[src/rtl/fft_pkg.sv]
// Shared constants and helpers for the 64-point streaming FFT twiddle stage.
package fft_pkg;

  localparam int FFT_N     = 64;
  localparam int TW_ADDR_W = 4;
  localparam int CNT_W     = $clog2(FFT_N);

  // Rotation of the first-quadrant ROM word by (-j)^k, k taken from e[5:4].
  typedef enum logic [1:0] {
    ROT_0   = 2'd0,
    ROT_90  = 2'd1,
    ROT_180 = 2'd2,
    ROT_270 = 2'd3
  } rot_e;

  function automatic logic [1:0] br2(input logic [1:0] q);
    return {q[0], q[1]};
  endfunction

endpackage

[src/rtl/cmul_round.sv]
// Complex multiply with Q1.(WIDTH-1) round-half-up: products registered, then
// sum/round/limit into the outputs. FFT_TW_SATURATE_EN clamps; otherwise wraps.
module cmul_round #(
  parameter int WIDTH = 16
) (
  input  logic             clock,
  input  logic             reset,
  input  logic             in_valid,
  input  logic             in_last,
  input  logic [WIDTH-1:0] a,
  input  logic [WIDTH-1:0] b,
  input  logic [WIDTH-1:0] c,
  input  logic [WIDTH-1:0] d,
  output logic             out_valid,
  output logic             out_last,
  output logic [WIDTH-1:0] out_re,
  output logic [WIDTH-1:0] out_im
);
  localparam int PW = 2 * WIDTH;
  localparam int SW = 2 * WIDTH + 1;
  localparam int RW = WIDTH + 2;
  localparam logic signed [SW-1:0] HALF = SW'(2 ** (WIDTH - 2));

  logic signed [PW-1:0] p_ac, p_bd, p_ad, p_bc;
  logic                 s3_valid, s3_last;
  logic signed [SW-1:0] sum_re, sum_im;
  logic signed [RW-1:0] rnd_re, rnd_im;
  logic [WIDTH-1:0]     lim_re, lim_im;
  logic                 unused_bits;

  always_ff @(posedge clock) begin
    if (reset) begin
      s3_valid <= 1'b0;
      s3_last  <= 1'b0;
    end else begin
      s3_valid <= in_valid;
      s3_last  <= in_last;
    end
  end

  always_ff @(posedge clock) begin
    p_ac <= $signed(a) * $signed(c);
    p_bd <= $signed(b) * $signed(d);
    p_ad <= $signed(a) * $signed(d);
    p_bc <= $signed(b) * $signed(c);
  end

`ifdef FFT_TW_SATURATE_EN
  function automatic logic [WIDTH-1:0] limit(input logic signed [RW-1:0] v);
    if (v > RW'(2 ** (WIDTH - 1) - 1)) return {1'b0, {(WIDTH-1){1'b1}}};
    if (v < RW'(-(2 ** (WIDTH - 1))))  return {1'b1, {(WIDTH-1){1'b0}}};
    return v[WIDTH-1:0];
  endfunction

  assign unused_bits = ^{sum_re[WIDTH-2:0], sum_im[WIDTH-2:0]};
`else
  assign unused_bits = ^{sum_re[WIDTH-2:0], sum_im[WIDTH-2:0],
                         rnd_re[RW-1:WIDTH], rnd_im[RW-1:WIDTH]};
`endif

  // Dropping the low WIDTH-1 bits of the rounded sum is the arithmetic shift.
  always_comb begin
    sum_re = {p_ac[PW-1], p_ac} - {p_bd[PW-1], p_bd} + HALF;
    sum_im = {p_ad[PW-1], p_ad} + {p_bc[PW-1], p_bc} + HALF;
    rnd_re = sum_re[SW-1:WIDTH-1];
    rnd_im = sum_im[SW-1:WIDTH-1];
`ifdef FFT_TW_SATURATE_EN
    lim_re = limit(rnd_re);
    lim_im = limit(rnd_im);
`else
    lim_re = rnd_re[WIDTH-1:0];
    lim_im = rnd_im[WIDTH-1:0];
`endif
  end

  always_ff @(posedge clock) begin
    if (reset) begin
      out_valid <= 1'b0;
      out_last  <= 1'b0;
      out_re    <= '0;
      out_im    <= '0;
    end else begin
      out_valid <= s3_valid;
      out_last  <= s3_valid & s3_last;
      if (s3_valid) begin
        out_re <= lim_re;
        out_im <= lim_im;
      end
    end
  end

endmodule

[src/rtl/twiddle_mult.sv]
// Twiddle-multiply stage of the 64-point FFT: counter, ROM addressing, quadrant
// rotation and rounded complex product. FFT_TW_SATURATE_EN selects clamping.
module twiddle_mult
  import fft_pkg::*;
#(
  parameter int WIDTH = 16
) (
  input  logic                 clock,
  input  logic                 reset,
  input  logic                 in_valid,
  input  logic [WIDTH-1:0]     in_re,
  input  logic [WIDTH-1:0]     in_im,
  output logic [TW_ADDR_W-1:0] tw_addr,
  input  logic [WIDTH-1:0]     tw_re,
  input  logic [WIDTH-1:0]     tw_im,
  output logic                 out_valid,
  output logic [WIDTH-1:0]     out_re,
  output logic [WIDTH-1:0]     out_im,
  output logic                 out_last
);
  logic [CNT_W-1:0] n;
  logic [CNT_W-1:0] e;

  logic             s1_valid, s1_last;
  rot_e             s1_rot;
  logic [WIDTH-1:0] s1_re, s1_im;

  logic [WIDTH-1:0] rot_c, rot_d;
  logic             s2_valid, s2_last;
  logic [WIDTH-1:0] s2_a, s2_b, s2_c, s2_d;

  // e = r * br2(q) never exceeds 45, so the 6-bit product needs no modulo.
  always_comb begin
    e       = CNT_W'(n[TW_ADDR_W-1:0]) * CNT_W'(br2(n[CNT_W-1:TW_ADDR_W]));
    tw_addr = e[TW_ADDR_W-1:0];
  end

  always_ff @(posedge clock) begin
    if (reset) begin
      n <= '0;
    end else if (in_valid) begin
      n <= n + 1'b1;
    end
  end

  always_ff @(posedge clock) begin
    if (reset) begin
      s1_valid <= 1'b0;
      s1_last  <= 1'b0;
      s2_valid <= 1'b0;
      s2_last  <= 1'b0;
    end else begin
      s1_valid <= in_valid;
      s1_last  <= in_valid && (n == CNT_W'(FFT_N - 1));
      s2_valid <= s1_valid;
      s2_last  <= s1_last;
    end
  end

  always_ff @(posedge clock) begin
    s1_re  <= in_re;
    s1_im  <= in_im;
    s1_rot <= rot_e'(e[CNT_W-1:TW_ADDR_W]);
    s2_a   <= s1_re;
    s2_b   <= s1_im;
    s2_c   <= rot_c;
    s2_d   <= rot_d;
  end

  // ROM word arrives in S1, aligned with the data registered there.
  always_comb begin
    rot_c = tw_re;
    rot_d = tw_im;
    case (s1_rot)
      ROT_90:  begin rot_c = tw_im;  rot_d = -tw_re; end
      ROT_180: begin rot_c = -tw_re; rot_d = -tw_im; end
      ROT_270: begin rot_c = -tw_im; rot_d = tw_re;  end
      default: begin rot_c = tw_re;  rot_d = tw_im;  end
    endcase
  end

  cmul_round #(
    .WIDTH(WIDTH)
  ) u_cmul (
    .clock    (clock),
    .reset    (reset),
    .in_valid (s2_valid),
    .in_last  (s2_last),
    .a        (s2_a),
    .b        (s2_b),
    .c        (s2_c),
    .d        (s2_d),
    .out_valid(out_valid),
    .out_last (out_last),
    .out_re   (out_re),
    .out_im   (out_im)
  );

endmodule

[config.mk]
export PLATFORM = sky130hd
export DESIGN_NAME = twiddle_mult
export DESIGN_NICKNAME = d
export VERILOG_FILES = /design/src/rtl/fft_pkg.sv /design/src/rtl/cmul_round.sv /design/src/rtl/twiddle_mult.sv
export SDC_FILE = /design/constraint.sdc
export NUM_CORES = 2
export LEC_CHECK = 0
export CAP_MARGIN = 25
export CELL_PAD_IN_SITES_DETAIL_PLACEMENT = 2
export CELL_PAD_IN_SITES_GLOBAL_PLACEMENT = 2
export CORE_MARGIN = 5
export CORE_UTILIZATION = 45
export CTS_CLUSTER_DIAMETER = 30
export DETAILED_ROUTE_END_ITERATION = 8
export PLACE_DENSITY = 0.95
export SETUP_SLACK_MARGIN = 0.4
export SLEW_MARGIN = 10
export SYNTH_ARGS = -nofsm -noshare
export SYNTH_HDL_FRONTEND = slang
export SYNTH_HIERARCHICAL = 1
export SYNTH_SLANG_ARGS = --single-unit
export TNS_END_PERCENT = 100
[constraint.sdc]
create_clock -name clock -period 11 [get_ports clock]
set_clock_uncertainty 0.1 [all_clocks]
set_input_delay 1.65 -clock clock [delete_from_list [all_inputs] [get_ports clock]]
set_output_delay 1.65 -clock clock [all_outputs]
set_load 0.01 [all_outputs]
==> results.yml <==
worst_hold_path:
  hp-class: "flip-flop to flip-flop"
synthesis:
  yosysWarnings: 6
  ys_async_sr_fraction: 0
  synthTopCellsByArea: "fa_1 42%, ha_1 11%, dfxtp_1 11%"
  ys_seq_area_frac: 0.109
  synth_top_area_frac: 0.416
  yosys_most_used_dff: "dfxtp_1"
  synth_commonest_cells: "1,211 x inv_1, 1,025 x fa_1, 591 x nand2_1, 487 x and2_1, 440 x ha_1"
  synth.avg_cell_area_um2: 9.21
  synth_most_common_cell: "inv_1"
  syn_inst: 5361
  ys_ff_latch: 268
  yosys.area.top_type: "fa_1"
  syn_area_um2: 49400
  synth_edf_count: 0
  synth.distinct_cells: 85
  syn_nets: 6893
sta:
  setup-tns-final_ps: 0
  hold_slack_ps: 224
  rsz0062_at_grt: "no"
  finalCritPeriodShare: 0.790
  hold_viol: 0
  min_period_ps: 8690
  slew-limit-headroom: 0.194
  setup-violations-final: 0
  drv_slew: 0
  timing.fmax_mhz: 115
  worst_slew_pin_slew_ps: 1210
floorplanning:
  io_pins: 105
  start_util: 0.453
  die_x_um: 341
  coreArea_um2: 109000
  die-area_um2: 116000
  fp.dieH_um: 341
  rows: 121
detailed_routing:
  wl_met1_um: 94000
  vias_per_cell: 6.67
  wl_met2_um: 131000
  drt-total-wl_um: 294000
  ant_nets: 0
  drc: 0
  dr.first_iter.drc_count: 5270
  vias: 45900
  wl_met3_um: 30900
  dr.pass1.iters: 5
  top_layer_used: "met5"
  routedWlPerCell_um: 42.7
critical_path:
  crit_path_top_delay_cell: "dfxtp_2"
  critPathArrivalTime_ps: 9150
  crit_type: "flip-flop to flip-flop"
  cp_max_fo: 32
  max_stage_delay_ps: 990
  cp-start-kind: "flip-flop"
  crit_path_end_kind: "flip-flop"
  crit_top_cell: "fa_1"
  critPathRequiredTime_ps: 11460
  timing.critical_path.cells: "nand2_1, inv_1, fa_1, inv_1, fa_1, fa_1, inv_1, fa_1, fa_1, inv_1, fa_1, inv_1, ha_1, and3_1, a31oi_1, o21ai_0, o21ai_1, a211oi_1, o21ai_0, a31oi_1, xnor2_1"
outcome:
  status: "finished clean"
clocking:
  cts_hold_buf: 0
  cts_sinks: 268
  cts_resized: 0
  clkTransAtPathRegs_ps: 50
  tritoncts: "yes"
  cts_buffers: 88
  cts_root_buffer: "clkbuf_16"
  clk-insertion-delay-late_ps: 720
  cts_max_level: 3
  clk_path_buf_depth: 3
  postCtsSetupRepairBufs: 0
place:
  dp_hpwl_um: 174000
  finalWeightedCongestion: 0.878
  portBuffers: 104
global_routing:
  antenna_found_initial: 23
  grt_pass1_vias: 53000
  grt_pass1_wl_um: 394000
  gr-usage-all-layers: 0.470
  grt_overflow_total: 0
  grt_max_degree: 68
layout:
  fin_nets: 6918
  syn2layout_area_growth_pct: 11.9
  drive_gt1_frac: 0.0507
job:
  max_cap_viol_count: 0
state kept, by name, indices dropped and copies added (netlist names), 16 cells and up:
register	flops
s2_d	16
s2_a	16
u_cmul/p_bd	31
s1_re	16
u_cmul/out_re	16
s2_c	16
u_cmul/p_bc	31
s1_im	16
s2_b	16
u_cmul/p_ac	31
u_cmul/out_im	16
u_cmul/p_ad	31
stage by stage:
step | instance area, um^2 | instances | utilization | worst slack [ps]
after floorplan | 49400 | 5361 | - | 4770
after global placement | 51700 | 6707 | 0.475 | 3970
after detailed placement | 51700 | 6707 | 0.475 | 3260
after CTS | 55100 | 6871 | 0.507 | 3060
after global routing | 55200 | 6874 | 0.507 | 2460
final | 55200 | 6884 | 0.507 | 2310
final cells by class:
type                            instances  area (um^2)
Clock buffer                          101         2370
Inverter                             1213         4550
Timing Repair Buffer                  167         1550
Tap cell                             1414         1770
Clock inverter                         63         1020
Antenna cell                           10         25.0
Fill cell                           11300        53600
Multi-Input combinational cell       3648        38500
Sequential cell                       268         5390
routing by layer:
metal / vias up / track usage
met1: 23100 / 0.508
met2: 4416 / 0.758
met4: 16 / 0.421
met5: - / 0
li1: 16300 / -
met3: 2098 / 0.125
path summary, 6_finish.rpt:
| path | startpoint | end | slack, ps | cells past startpoint |
|---|---|---|---|---|
| worst max-delay path | s2_d[1] | u_cmul/p_ad[27] | 2310 | 21 |
| worst min-delay path | s1_im[12] | s2_b[12] | 220 | 0 |
| worst min register to register | s1_im[12] | s2_b[12] | 220 | 0 |
| worst max register to register | s2_d[1] | u_cmul/p_ad[27] | 2310 | 21 |
cells in the final DEF, fill, tap and decap left out, types with 8 or more instances in the layout:
cell,count
inv_1,1211
fa_1,1025
nand2_1,591
and2_1,487
ha_1,440
dfxtp_1,252
nor2_1,161
a21oi_1,136
xnor2_1,120
clkdlybuf4s50_1,103
o21ai_0,95
clkbuf_16,90
buf_4,60
xor2_1,54
a21o_1,51
nor3_1,47
nand3_1,43
nand2b_1,38
a211oi_1,36
bufinv_16,22
o21a_1,21
mux2i_1,20
nor2b_1,20
o21bai_1,20
or3_1,18
a31oi_1,17
clkinv_2,17
and3_1,17
nand4_1,16
dfxtp_2,16
clkinvlp_4,14
o211ai_1,13
diode_2,10
or4_1,10
a221oi_1,10
o31ai_1,9
o41ai_1,8
clkbuf_8,8
cell families after synthesis:
group | synth area share
flops | 0.109
compound gates | 0.0676
buf+inv | 0.110
mux | 0.00565
fa+ha+maj | 0.527
xor+xnor | 0.0309
simple gates | 0.150
worst max-delay path: cells and delay by family (launching register included):
| family | cells | cell delay, ps |
|---|---|---|
| AO/OA/AOI/OAI | 6 | 2180 |
| XOR/XNOR | 1 | 460 |
| adder cells (fa/ha/maj) | 7 | 3480 |
| buffers and inverters | 5 | 650 |
| flip-flops | 1 | 990 |
| AND/OR/NAND/NOR | 2 | 630 |
Power is left out: the tool's default activity adds up to more than one toggle a clock period on the data nets, which glitch-free logic cannot reach.
